==> src/rtl/iics.sv <==
// -----------------------------------------------------------------------------
// iics - I2C slave receiver (write-only register target)
//
// Watches SCL/SDA, decodes START/STOP, a 7-bit device address, a register
// pointer byte and any number of data bytes. Each accepted byte is ACKed by
// pulling SDA low for the ninth clock, and each data byte is delivered as a
// one-cycle register write. Read requests (R/W=1) and foreign addresses are
// not acknowledged; the block then ignores the bus until the next START/STOP.
//
// Ports:
//   clk      in   system clock, at least 8x the SCL rate
//   rst      in   synchronous active-high reset
//   scl_in   in   SCL pin level (asynchronous)
//   sda_in   in   SDA pin level (asynchronous)
//   sda_oe   out  1 = drive SDA low (ACK), 0 = release
//   wr_en    out  one-cycle register write strobe
//   wr_addr  out  register address of the write
//   wr_data  out  register data of the write
//   busy     out  1 between an address-matched START and the following STOP
// -----------------------------------------------------------------------------
module iics #(
    parameter logic [7:0] CHIP_ADDR = 8'hD0,
    parameter int         FILT      = 2
) (
    input  logic       clk,
    input  logic       rst,
    input  logic       scl_in,
    input  logic       sda_in,
    output logic       sda_oe,
    output logic       wr_en,
    output logic [7:0] wr_addr,
    output logic [7:0] wr_data,
    output logic       busy
);

    typedef enum logic [2:0] {
        IDLE   = 3'd0,
        ADDR   = 3'd1,
        ACK_A  = 3'd2,
        REG    = 3'd3,
        ACK_R  = 3'd4,
        DATA   = 3'd5,
        ACK_D  = 3'd6,
        IGNORE = 3'd7
    } state_t;

    logic [FILT-1:0] scl_sync_r;
    logic [FILT-1:0] sda_sync_r;
    logic            scl_prev_r;
    logic            sda_prev_r;
    logic            scl_s;
    logic            sda_s;
    logic            scl_rise_s;
    logic            scl_fall_s;
    logic            start_s;
    logic            stop_s;
    logic [7:0]      byte_s;

    state_t     state_r,   state_nxt_s;
    logic [2:0] cnt_r,     cnt_nxt_s;
    logic [7:0] shift_r,   shift_nxt_s;
    logic [7:0] ptr_r,     ptr_nxt_s;
    logic       sda_oe_r,  sda_oe_nxt_s;
    logic       busy_r,    busy_nxt_s;
    logic       wr_en_r,   wr_en_nxt_s;
    logic [7:0] wr_addr_r, wr_addr_nxt_s;
    logic [7:0] wr_data_r, wr_data_nxt_s;

    assign scl_s      = scl_sync_r[FILT-1];
    assign sda_s      = sda_sync_r[FILT-1];
    assign scl_rise_s = scl_s & ~scl_prev_r;
    assign scl_fall_s = ~scl_s & scl_prev_r;
    // Bus conditions only exist while SCL is high; data never changes then.
    assign start_s    = scl_s & sda_prev_r & ~sda_s;
    assign stop_s     = scl_s & ~sda_prev_r & sda_s;
    // Byte as it will look once the bit being sampled now is shifted in.
    assign byte_s     = {shift_r[6:0], sda_s};

    assign sda_oe  = sda_oe_r;
    assign wr_en   = wr_en_r;
    assign wr_addr = wr_addr_r;
    assign wr_data = wr_data_r;
    assign busy    = busy_r;

    // Pin synchronisers and previous-sample flops for edge detection.
    always_ff @(posedge clk) begin
        if (rst) begin
            scl_sync_r <= {FILT{1'b1}};
            sda_sync_r <= {FILT{1'b1}};
            scl_prev_r <= 1'b1;
            sda_prev_r <= 1'b1;
        end else begin
            scl_sync_r <= {scl_sync_r[FILT-2:0], scl_in};
            sda_sync_r <= {sda_sync_r[FILT-2:0], sda_in};
            scl_prev_r <= scl_s;
            sda_prev_r <= sda_s;
        end
    end

    // Protocol state and registered outputs.
    always_ff @(posedge clk) begin
        if (rst) begin
            state_r   <= IDLE;
            cnt_r     <= 3'd0;
            shift_r   <= 8'd0;
            ptr_r     <= 8'd0;
            sda_oe_r  <= 1'b0;
            busy_r    <= 1'b0;
            wr_en_r   <= 1'b0;
            wr_addr_r <= 8'd0;
            wr_data_r <= 8'd0;
        end else begin
            state_r   <= state_nxt_s;
            cnt_r     <= cnt_nxt_s;
            shift_r   <= shift_nxt_s;
            ptr_r     <= ptr_nxt_s;
            sda_oe_r  <= sda_oe_nxt_s;
            busy_r    <= busy_nxt_s;
            wr_en_r   <= wr_en_nxt_s;
            wr_addr_r <= wr_addr_nxt_s;
            wr_data_r <= wr_data_nxt_s;
        end
    end

    // Next-state logic: START/STOP first, then bit sampling and ACK slots.
    always_comb begin
        state_nxt_s   = state_r;
        cnt_nxt_s     = cnt_r;
        shift_nxt_s   = shift_r;
        ptr_nxt_s     = ptr_r;
        sda_oe_nxt_s  = sda_oe_r;
        busy_nxt_s    = busy_r;
        wr_en_nxt_s   = 1'b0;
        wr_addr_nxt_s = wr_addr_r;
        wr_data_nxt_s = wr_data_r;

        if (stop_s) begin
            state_nxt_s  = IDLE;
            cnt_nxt_s    = 3'd0;
            sda_oe_nxt_s = 1'b0;
            busy_nxt_s   = 1'b0;
        end else if (start_s) begin
            // Repeated START keeps busy and the pointer until the address resolves.
            state_nxt_s  = ADDR;
            cnt_nxt_s    = 3'd0;
            sda_oe_nxt_s = 1'b0;
        end else begin
            case (state_r)
                IDLE: begin
                    sda_oe_nxt_s = 1'b0;
                end
                ADDR, REG, DATA: begin
                    if (scl_rise_s) begin
                        shift_nxt_s = byte_s;
                        cnt_nxt_s   = cnt_r + 3'd1;
                        if (cnt_r == 3'd7) begin
                            if (state_r == ADDR) begin
                                if ((byte_s[7:1] == CHIP_ADDR[7:1]) && (byte_s[0] == 1'b0)) begin
                                    state_nxt_s = ACK_A;
                                end else begin
                                    state_nxt_s = IGNORE;
                                    busy_nxt_s  = 1'b0;
                                end
                            end else if (state_r == REG) begin
                                ptr_nxt_s   = byte_s;
                                state_nxt_s = ACK_R;
                            end else begin
                                wr_en_nxt_s   = 1'b1;
                                wr_addr_nxt_s = ptr_r;
                                wr_data_nxt_s = byte_s;
                                ptr_nxt_s     = ptr_r + 8'd1;
                                state_nxt_s   = ACK_D;
                            end
                        end else begin
                            state_nxt_s = state_r;
                        end
                    end else begin
                        shift_nxt_s = shift_r;
                    end
                end
                ACK_A, ACK_R, ACK_D: begin
                    // sda_oe doubles as the phase bit: first fall drives, second releases.
                    if (scl_fall_s) begin
                        if (!sda_oe_r) begin
                            sda_oe_nxt_s = 1'b1;
                            busy_nxt_s   = 1'b1;
                        end else begin
                            sda_oe_nxt_s = 1'b0;
                            cnt_nxt_s    = 3'd0;
                            if (state_r == ACK_A) begin
                                state_nxt_s = REG;
                            end else begin
                                state_nxt_s = DATA;
                            end
                        end
                    end else begin
                        sda_oe_nxt_s = sda_oe_r;
                    end
                end
                IGNORE: begin
                    sda_oe_nxt_s = 1'b0;
                end
                default: begin
                    state_nxt_s  = IDLE;
                    sda_oe_nxt_s = 1'b0;
                end
            endcase
        end
    end

endmodule

==> config.mk <==
export PLATFORM = sky130hd
export DESIGN_NAME = iics
export DESIGN_NICKNAME = d
export VERILOG_FILES = /design/src/rtl/iics.sv
export SDC_FILE = /design/constraint.sdc
export NUM_CORES = 1
export LEC_CHECK = 0
export ABC_AREA = 1
export CAP_MARGIN = 5
export CORE_ASPECT_RATIO = 0.6
export CORE_MARGIN = 1.5
export CORE_UTILIZATION = 49
export CTS_CLUSTER_DIAMETER = 80
export DETAILED_ROUTE_END_ITERATION = 7
export GPL_TIMING_DRIVEN = 0
export HOLD_SLACK_MARGIN = 0.06
export PLACE_DENSITY = 0.71
export RECOVER_POWER = 50
export SYNTH_ARGS = -nofsm -noshare
export SYNTH_HDL_FRONTEND = slang
export SYNTH_SLANG_ARGS = --single-unit
==> constraint.sdc <==
create_clock -name clk -period 2.6 [get_ports clk]
set_input_delay 0.26 -clock clk [delete_from_list [all_inputs] [get_ports clk]]
set_output_delay 0.26 -clock clk [all_outputs]
set_load 0.05 [all_outputs]
After elaboration in Yosys (flattened, before gate mapping)
Cells that the tools add are included.
- add/subtract/negate cells: 2
- multipliers: 0
- div/mod/pow operators: 0
- $lt $le $gt $ge: 0
- equal/unequal tests: 20
- shift-type cells: 0
- mux-type cells: 26
- bitwise gates (word level): 17
- reductions and logical operators: 19
- operators with widths (operator ; number):
    $mux W3 ; 10
    $eq A3 B3 Y1 const B ; 5
    $ne A2 B2 Y1 const B ; 7
    $ne A3 B3 Y1 const B ; 4
    $pmux W3 S2 ; 2
    $not A1 Y1 ; 11
    $mux W1 ; 10
    $reduce_and A5 Y1 ; 2
    $reduce_or A3 Y1 ; 3
    $add A8 B1 Y8 const B ; 1
    $mux W8 ; 1
    $reduce_and A4 Y1 ; 2
    $reduce_and A8 Y1 ; 1
    $eq A7 B7 Y1 const B ; 1
    $reduce_and A7 Y1 ; 1
    $reduce_or A7 Y1 ; 1
    $and A1 B1 Y1 ; 6
    $eq A3 B2 Y1 const B ; 2
    $reduce_and A6 Y1 ; 1
    $pmux W1 S2 ; 2
    $reduce_bool A2 Y1 ; 2
    $reduce_or A2 Y1 ; 2
    $add A3 B1 Y3 const B ; 1
    $eq A3 B1 Y1 const B ; 1
    other kinds (5) ; 5
- flip-flop bits (word level): 46
- latch bits: 0
- RAM bits: 0
- memory bits (read-only): 0
- bits of input ports: 4
- output and inout bits: 19
- word-level logic and storage cells: 98
- memories: 0

Depth between registers and ports, before layout
- word-level depth: 8
- depth in mapped cells: 10
- mapped depth without buffers: 9

Worst setup path before layout
OpenSTA, ideal clock, no wires.
- path type: reg-to-reg
- start: reg cnt_r[0]
- end: reg wr_addr_r[2] (netlist: wr_addr[2])
- library setup time: 0.114 ns
- data arrival time: 1.304 ns
- required time: 2.486 ns
- path slack: 1.182 ns
- cell stages (with the launch flop): 9
- buffers on the path: 1
- period minus slack after synthesis: 1.418 ns
- cell sequence: dfxtp_1 -> ha_1 -> ha_1 -> nand3_4 -> nor2_8 -> nand2_8 -> buf_6 -> o21ai_1 -> nor2_1
- cells in the longest elaborated chain, start to end: 2
- ends and longest elaborated chain (element ; RTL line ; text):
    start, declared ; 60 ; logic [2:0] cnt_r, cnt_nxt_s;
    start signal, assigned ; 114 ; cnt_r <= cnt_nxt_s;
    $eq A3 B3 Y1 ; 156 ; if (cnt_r == 3'd7) begin
    $reduce_and A7 Y1 (no line) ; -- ;
    end signal, assigned ; 120 ; wr_addr_r <= wr_addr_nxt_s;
    end, declared ; 66 ; logic [7:0] wr_addr_r, wr_addr_nxt_s;
No other way between the ends.
A chain may end at the register's enable or synchronous reset.

Worst setup path in the final report
- start: reg state_r[1]
- end: reg wr_addr_r[3] (netlist: wr_addr[3])
- cells in the longest elaborated chain, start to end: 3
- elaborated cells on any way between the ends: 7
- classes of those cells: eq/ne: 3; bitwise: 2; reduce/logical: 2
- ends and longest elaborated chain (element ; RTL line ; text):
    start, declared ; 59 ; state_t state_r, state_nxt_s;
    start signal, assigned ; 113 ; state_r <= state_nxt_s;
    $eq A3 B1 Y1, or another cell as far along ; 148, 157 ;
    $reduce_or A3 Y1 or $not A1 Y1 (tied branches) ; -- ;
    $reduce_and A7 Y1 (no line) * ; -- ;
Mark *: on every way between the ends. The rest lies on a longest branch, timed or not.

==> flow_metrics.tcl <==
set metrics [dict create \
    outcome "finished clean" \
    postSynthAreaPerCell_um2 7.253 \
    ys_seq_area_share_pct 44.55 \
    startpoint_type "flip-flop" \
    cts_num_sinks 46 \
    multiInputGateArea_um2 945.9 \
    cts_resized 0 \
    dp_slack_ns 0.9216 \
    cts_root_buf "clkbuf_8" \
    clock_latency_ns 0.30 \
    crit_chain "inv_1 > nand2_1 > nand2_1 > nand3_1 > nor2_8 > nand2_1 > buf_6 > o21ai_1 > nor2_1" \
    worst_ep_required_time_ns 2.81 \
    post-route-min-period_ns 1.902 \
    leakage_uw 0.001040 \
    critical-path-top-delay-family "simple AND/OR/NAND/NOR gates" \
    io_buffers 22 \
    yosysUniqueCellTypes 30 \
    yosysTopAreaCellShare_pct 44.55 \
    fillers 391 \
    cts.clk_slew.worst_paths_ns 0.09 \
    grt_max_degree 15 \
    grtUsageTotal_pct 21.09 \
    ys_warn_count 0 \
    vias 1812 \
    yosys-top-cells-count "55 x nand2_1, 53 x nor2_1, 46 x dfxtp_1" \
    path_class "reg2reg" \
    maxSlewHeadroom_pct 66.41 \
    firstDrtPassIters 4 \
    drv_slew 0 \
    ctsHoldBuffers 0 \
    critPathArrivalTime_ns 2.11 \
    synth_top_cell_by_area "dfxtp_1" \
    htreeDepth 2 \
    grt_pass1_wl_um 7320 \
    cts_setup_buffers 0 \
    finalHoldViolations 0 \
    synth.net_count 292 \
    synth-edff-count 0 \
    fin_tns_setup_ns 0 \
    die_area_um2 4630 \
    cpMaxStageDelayCell "dfxtp_1" \
    endpoint_kind "flip-flop" \
    async_flop_share_pct 0 \
    synthTopCellsByArea "dfxtp_1 45%, nand2_1 10%, nor2_1 9.6%" \
    finalWorstSetupSlack_ns 0.6980 \
    viasPerCell 4.832 \
    wire_per_inst_um 11.49 \
    rows 18 \
    whs_ns 0.4153 \
    critPathMostFrequentCell "nand2_1" \
    routed_wl_um 4310 \
    cp_max_fo 10 \
    power.density_nw_per_um2 575.0 \
    gp_congestion 0.8579 \
    worstHoldPathType "reg2reg" \
    dr.first_iter.drc_count 86 \
    ant_nets 0 \
    cp_slowest_stage_delay_ns 0.35 \
    layout.nets 321 \
    synthFlopType "dfxtp_1" \
    fin_skew_ns 0.008356 \
    antenna_found_initial 0 \
    synthesis.area_um2 2067 \
    coreArea_um2 4076 \
    syn_to_final_growth_pct 19.43 \
    drc 0 \
    grt_pass1_vias 1519 \
    grt_overflow 0 \
    seqCellArea_um2 920.9 \
    crit_buf_inv 2 \
    die_w_um 86.85 \
    dp_hpwl_um 3232 \
    syn_inst 285 \
    vdd_drop_max_mv 0.3008 \
    synth_seq_cells 46 \
    cts_buffer_depth 2 \
    synth.most_common_cell "nand2_1" \
    numCtsBuffers 5 \
    worst_pin_slew_ns 0.5023 \
    fmax_mhz 525.7 \
    maxCapViolCount 0 \
    die_h_um 53.31 \
    initial_core_util_pct 50.71 \
    finalSetupViolations 0 \
    ios 23 \
    cts_tree "built" \
    drive_gt1_share_pct 6.984 \
    period_share_pct 73.16 \
    diodes 0 \
    rsz0062_at_grt "no" \
]
==> final timing paths <==
kind / startpoint / end / slack, ns / cells past startpoint
worst max-delay path: state_r[1]$_SDFFE_PP0P_ / wr_addr[3]$_SDFFE_PP0P_ / 0.70 / 9
worst min-delay path: scl_sync_r[0]$_SDFF_PP1_ / scl_sync_r[1]$_SDFF_PP1_ / 0.42 / 1
worst max register to register: state_r[1]$_SDFFE_PP0P_ / wr_addr[3]$_SDFFE_PP0P_ / 0.70 / 9
worst min register to register: scl_sync_r[0]$_SDFF_PP1_ / scl_sync_r[1]$_SDFF_PP1_ / 0.42 / 1
==> cells in the final DEF (no fill, tap or decap), types with 2 or more instances in the layout <==
cell type	synthesis	layout
o21ai_1	20	19
clkbuf_8	0	6
bufinv_16	0	2
inv_1	24	26
nor2_1	53	53
o21ai_0	15	16
ha_1	3	3
nor3_1	2	2
nand3b_1	2	2
xor2_1	2	2
clkdlybuf4s50_1	0	21
nand2_1	55	57
nand3_1	17	18
a21oi_1	18	18
clkbuf_1	3	5
dfxtp_1	46	46
or2_2	5	5
==> report_power, final <==
part / total (uW) / switching (uW) / internal, uW / leakage [uW]
registers: 714 / 4.53 / 710 / 0.000372
logic: 53.8 / 35.0 / 18.9 / 0.000597
clock network: 652 / 242 / 410 / 0.0000714
==> sequential cells by signal (all words and copies together), names as in the netlist, 2 cells and up <==
register and flops:
state_r 3, wr_addr 8, shift_r 7, wr_data 8, cnt_r 3, ptr_r 8, sda_sync_r 2, scl_sync_r 2
==> area by class of cell <==
cell class	count	area share, %
Buffer	8	2.027
Clock buffer	6	3.345
Clock inverter	2	2.433
Inverter	29	4.612
Multi-Input combinational cell	202	38.32
Sequential cell	46	37.30
Tap cell	60	3.041
Timing Repair Buffer	22	8.920
==> per-layer routing <==
| metal | GRT usage [%] | vias up | wire length, um |
|---|---|---|---|
| met4 | 6.989 | 0 | 55 |
| met2 | 27.39 | 50 | 1548 |
| met1 | 31.75 | 782 | 2416 |
| li1 | - | 972 | - |
| met5 | 0 | - | 0 |
| met3 | 6.708 | 8 | 290 |
==> metrics by stage <==
stage / instances / area, um^2 / util (%) / power [uW]
after floorplan: 285 / 2067 / - / 769.1
after global placement: 367 / 2362 / 57.95 / 785.5
after detailed placement: 367 / 2362 / 57.95 / 786.0
after CTS: 375 / 2505 / 61.45 / 1430
after global routing: 375 / 2469 / 60.56 / 1463
final: 375 / 2469 / 60.56 / 1420
==> kinds of logic (layout without fill, tap and decap cells) <==
logic type | Yosys count | count (layout) | synth area share (%)
buffers and inverters | 37 | 67 | 8.172
XOR/XNOR | 2 | 2 | 0.8476
AO/OA/AOI/OAI | 56 | 56 | 13.98
AND/OR/NAND/NOR | 141 | 141 | 30.63
flip-flops | 46 | 46 | 44.55
adder cells (fa/ha/maj) | 3 | 3 | 1.816
Note: power is estimated with default switching activity, not from simulation.
==> patch 1 (same settings) <==
Encoding of `state_t`: now one-hot (8 bits for 8 states).
--- a/src/rtl/iics.sv
+++ b/src/rtl/iics.sv
@@ -34,13 +34,13 @@
 );
 
-    typedef enum logic [2:0] {
-        IDLE   = 3'd0,
-        ADDR   = 3'd1,
-        ACK_A  = 3'd2,
-        REG    = 3'd3,
-        ACK_R  = 3'd4,
-        DATA   = 3'd5,
-        ACK_D  = 3'd6,
-        IGNORE = 3'd7
+    typedef enum logic [7:0] {
+        IDLE   = 8'b00000001,
+        ADDR   = 8'b00000010,
+        ACK_A  = 8'b00000100,
+        REG    = 8'b00001000,
+        ACK_R  = 8'b00010000,
+        DATA   = 8'b00100000,
+        ACK_D  = 8'b01000000,
+        IGNORE = 8'b10000000
     } state_t;
 
Behaviour: no difference found for any inputs over 10 cycles, from zero or initial values and one cycle with rst high; not proved beyond that.
==> patch 1 against the unedited design <==
  * Cell area increased by 12%
  * Via count increased by 17%
  * Count of clock-buffer cells in the layout unchanged
  * Routed wire length increased by 21%
  * Sequential cell count increased by 5
  * Synthesized area increased by 17%
  * Sequential share of layout area decreased by 0.46 points
  * Setup slack got worse by 160 ps
  * Core utilization decreased by 1.1 points
  * Critical path type unchanged
Power is not compared: it rests on default switching activity, and its combinational part moved more than twofold at a synthesized area within 25%.
==> patch 1: results (changes against the unedited design) <==
INFO  routing        per_cell_routed_wire_length=12.20um [was 11.49 um]
INFO  yosys          synthesis.area_per_instance=7.238um2 [was 7.253 um2]
INFO  global_route   via_count_of_the_first_global_routing_pass=1919 [was 1519]
INFO  placement      numPlacedInstances=420 [was 367]
INFO  placement      gpl.final_weighted_congestion=0.8490 [was 0.8579]
INFO  global_route   globalRouteTotalUtil=0.2223 [was 0.2109]
INFO  yosys          yosysSeqAreaShare=0.4211 [was 0.4455]
INFO  status         run_status=finished, final reports clean [unchanged]
INFO  yosys          yosys-top-cells-count=sky130_fd_sc_hd__nor2_1 (67), sky130_fd_sc_hd__nand2_1 (65), sky130_fd_sc_hd__dfxtp_1 (51), sky130_fd_sc_hd__inv_1 (24), sky130_fd_sc_hd__a21oi_1 (22) [was sky130_fd_sc_hd__nand2_1 (55), sky130_fd_sc_hd__nor2_1 (53), sky130_fd_sc_hd__dfxtp_1 (46), sky130_fd_sc_hd__inv_1 (24), sky130_fd_sc_hd__o21ai_1 (20)]
INFO  global_route   maximum_number_of_pins_on_one_net_before_global_route_repair=17 [was 15]
INFO  routing        detail_route.iter0.violations=149 [was 86]
INFO  routing        drt_pass1_iterations=5 [was 4]
INFO  sta            clock_skew=7.702ps [was 8.356 ps]
INFO  worst_setup_path critical_path.slowest_cell=sky130_fd_sc_hd__clkbuf_1 [was sky130_fd_sc_hd__dfxtp_1]
INFO  global_route   wire_length_of_the_first_global_routing_pass=9.273mm [was 7.320 mm]
INFO  final_layout   design.final.nets=371 [was 321]
INFO  placement      post-place-ws=623.1ps [was 921.6 ps]
INFO  routing        detail_route.vias_per_cell=4.951 [was 4.832]
INFO  yosys          postSynthNetCount=342 [was 292]
INFO  yosys          netlist-cell-type-count=35 [was 30]
INFO  sta            worst_slew_margin_relative_to_its_limit=0.6152 [was 0.6641]
INFO  final_layout   layout.cells.non_filler=428 [was 375]
INFO  worst_setup_path timing.critical_path.arrival=2260ps [was 2110 ps]
INFO  final_layout   num_antenna_cells=0 [unchanged]
INFO  final_layout   final_layout_size_suffix_gt1_frac=0.09863 [was 0.06984]
==> patch 1: logic make-up after synthesis <==
kind of cell	Yosys count	synth area share
AND/OR/NAND/NOR	172	0.3266
AO/OA/AOI/OAI	64	0.1481
flip-flops	51	0.4211
buffers and inverters	42	0.07791
XOR/XNOR	3	0.01084
adder cells (fa/ha/maj)	3	0.01548
==> patch 1: worst paths after layout <==
kind,end,cells past startpoint,startpoint,slack [ps]
max,state_r[2]$_SDFFE_PP0P_,11,state_r[1]$_SDFFE_PP0P_,540
max reg2reg,state_r[2]$_SDFFE_PP0P_,11,state_r[1]$_SDFFE_PP0P_,540
min,sda_sync_r[1]$_SDFF_PP1_,1,sda_sync_r[0]$_SDFF_PP1_,420
min reg2reg,sda_sync_r[1]$_SDFF_PP1_,1,sda_sync_r[0]$_SDFF_PP1_,420
==> patch 1: metal layers <==
layer  track usage  wire length [um]  part of all wire
met1        0.3672              2980              0.57
met2        0.2836              1941              0.37
met3       0.04800               276             0.053
met4       0.05117                22            0.0042
met5             0                 0                 0
==> patch 1: power by group <==
part | leakage (uW) | switching (uW) | internal [uW]
registers | 0.000413 | 43.9 | 840
clock network | 0.0000418 | 271 | 194
logic | 0.000768 | 512 | 219
total | 0.00122 | 827 | 1250
==> patch 1: area by class of cell <==
class / count / area [um2]
fillers: 461 / 1888
multi-input cells: 242 / 1182
flip-flops and latches: 51 / 1021
repair buffers: 22 / 220.2
inverters: 33 / 123.9
well taps: 63 / 78.83
clock buffers: 6 / 72.57
plain buffers: 9 / 56.30
clock inverters: 2 / 16.27
==> patch 1: critical path: cells and delay by family (launching register included) <==
kind | cells | cell delay (ps)
AND/OR/NAND/NOR | 9 | 1100
buffers and inverters | 2 | 490
flip-flops | 1 | 350
==> patch 2 (same flow settings) <==
Made on the original files. Set the parameter `FILT` to 4 (it was 2).
--- a/src/rtl/iics.sv
+++ b/src/rtl/iics.sv
@@ -21,5 +21,5 @@
 module iics #(
     parameter logic [7:0] CHIP_ADDR = 8'hD0,
-    parameter int         FILT      = 2
+    parameter int         FILT      = 4
 ) (
     input  logic       clk,
Behaviour: no difference found for any inputs over 10 cycles, from zero or initial values and one cycle with rst high; that may be too few to reach the edited logic, so the function may still have changed.
==> patch 2 against the unedited design <==
  * Cell area is 5.5% higher
  * Synthesized area is 7.9% higher
  * Sequential cell count rose by 4
  * Setup slack got worse by 130 ps
  * Maximum frequency decreased by 6.6%
  * Routed wire length rose by 10%
  * Highest routed layer unchanged
  * Sequential share of layout area rose by 1.1 points
Power is not compared: it rests on default switching activity, and its combinational part moved more than twofold at a synthesized area within 25%.
==> patch 2: results (changes against the unedited design) <==
INFO  yosys          postSynthNetCount=320 [was 292]
INFO  worst_setup_path ff2ff_setup_slack=560ps [was 700 ps]
INFO  worst_setup_path critical_path.endpoint=wr_data[7]$_SDFFE_PP0P_ [was wr_addr[3]$_SDFFE_PP0P_]
INFO  sta            finalHoldWorstSlack=414.9ps [was 415.3 ps]
INFO  yosys          synth_adder_area_share=0.01684 [was 0.01816]
INFO  sta            worst_slew_margin_relative_to_its_limit=0.6376 [was 0.6641]
INFO  yosys          synth_xor_xnor_area_share=0.007856 [was 0.008475]
INFO  yosys          post_synthesis_compound_gate_area_fraction=0.1167 [was 0.1398]
INFO  status         run_status=finished, final reports clean [unchanged]
INFO  final_layout   seq_area_frac=0.3844 [was 0.3730]
INFO  routing        vias=1987 [was 1812]
INFO  final_layout   sequential_cell_total=50 [was 46]
INFO  final_layout   area_of_the_multi_input_gates=980.9um2 [was 945.9 um2]
INFO  routing        wl_met1=2.577mm [was 2.416 mm]
INFO  worst_setup_path timing.critical_path.arrival=2250ps [was 2110 ps]
INFO  placement      post-place-ws=912.0ps [was 921.6 ps]
INFO  final_layout   design.final.nets=349 [was 321]
INFO  worst_setup_path max_stage_delay=450ps [was 350 ps]
INFO  global_route   wire_length_of_the_first_global_routing_pass=8.079mm [was 7.320 mm]
INFO  global_route   groute.layer.met2.usage=0.2846 [was 0.2739]
INFO  final_layout   layout.comb_gates.multi_input=210 [was 202]
INFO  final_layout   layout.cells.non_filler=403 [was 375]
INFO  final_layout   final_layout_size_suffix_gt1_frac=0.07872 [was 0.06984]
INFO  routing        met3_wirelength=378um [was 290 um]
INFO  global_route   grtUsageMet1=0.3084 [was 0.3175]
INFO  placement      gpl.final_weighted_congestion=0.9437 [was 0.8579]
INFO  yosys          yosys-top-cells-count=sky130_fd_sc_hd__nand2_1 (65), sky130_fd_sc_hd__nor2_1 (51), sky130_fd_sc_hd__dfxtp_1 (50), sky130_fd_sc_hd__inv_1 (41), sky130_fd_sc_hd__o21ai_0 (23) [was sky130_fd_sc_hd__nand2_1 (55), sky130_fd_sc_hd__nor2_1 (53), sky130_fd_sc_hd__dfxtp_1 (46), sky130_fd_sc_hd__inv_1 (24), sky130_fd_sc_hd__o21ai_1 (20)]
INFO  routing        detail_route.iter0.violations=190 [was 86]
INFO  final_layout   postLayoutCellArea=2604um2 [was 2469 um2]
INFO  yosys          syn-instance-count=313 [was 285]
INFO  yosys          synth.area.top_cells=sky130_fd_sc_hd__dfxtp_1 (45%), sky130_fd_sc_hd__nand2_1 (11%), sky130_fd_sc_hd__nor2_1 (8.6%) [was sky130_fd_sc_hd__dfxtp_1 (45%), sky130_fd_sc_hd__nand2_1 (10%), sky130_fd_sc_hd__nor2_1 (9.6%)]
INFO  final_layout   non_clock_inverter_count_in_the_final_layout=43 [was 29]
INFO  min_path       hold_end=sda_sync_r[3]$_SDFF_PP1_ [was scl_sync_r[1]$_SDFF_PP1_]
INFO  sta            clock_skew=6.693ps [was 8.356 ps]
INFO  global_route   via_count_of_the_first_global_routing_pass=1716 [was 1519]
INFO  placement      detailedPlacementHpwl=3.515mm [was 3.232 mm]
-- patch 2: cell count changes in the layout (fill, tap and decap cells not counted), moves of 3 or more --
cell / before / now
sky130_fd_sc_hd__or2_2: 5 / 8
sky130_fd_sc_hd__o21ai_0: 16 / 23
sky130_fd_sc_hd__clkdlybuf4s50_1: 21 / 14
sky130_fd_sc_hd__o21ai_1: 19 / 9
sky130_fd_sc_hd__dfxtp_1: 46 / 50
sky130_fd_sc_hd__nand4_1: 0 / 3
sky130_fd_sc_hd__nand2_1: 57 / 66
sky130_fd_sc_hd__dlygate4sd3_1: 1 / 8
sky130_fd_sc_hd__inv_1: 26 / 41
-- patch 2: power breakdown --
group / leakage, uW / switching, uW / internal [uW]
registers: 0.000404 / 18.6 / 786
logic: 0.000711 / 141 / 64.8
clock network: 0.0000478 / 275 / 219
total: 0.00116 / 435 / 1070
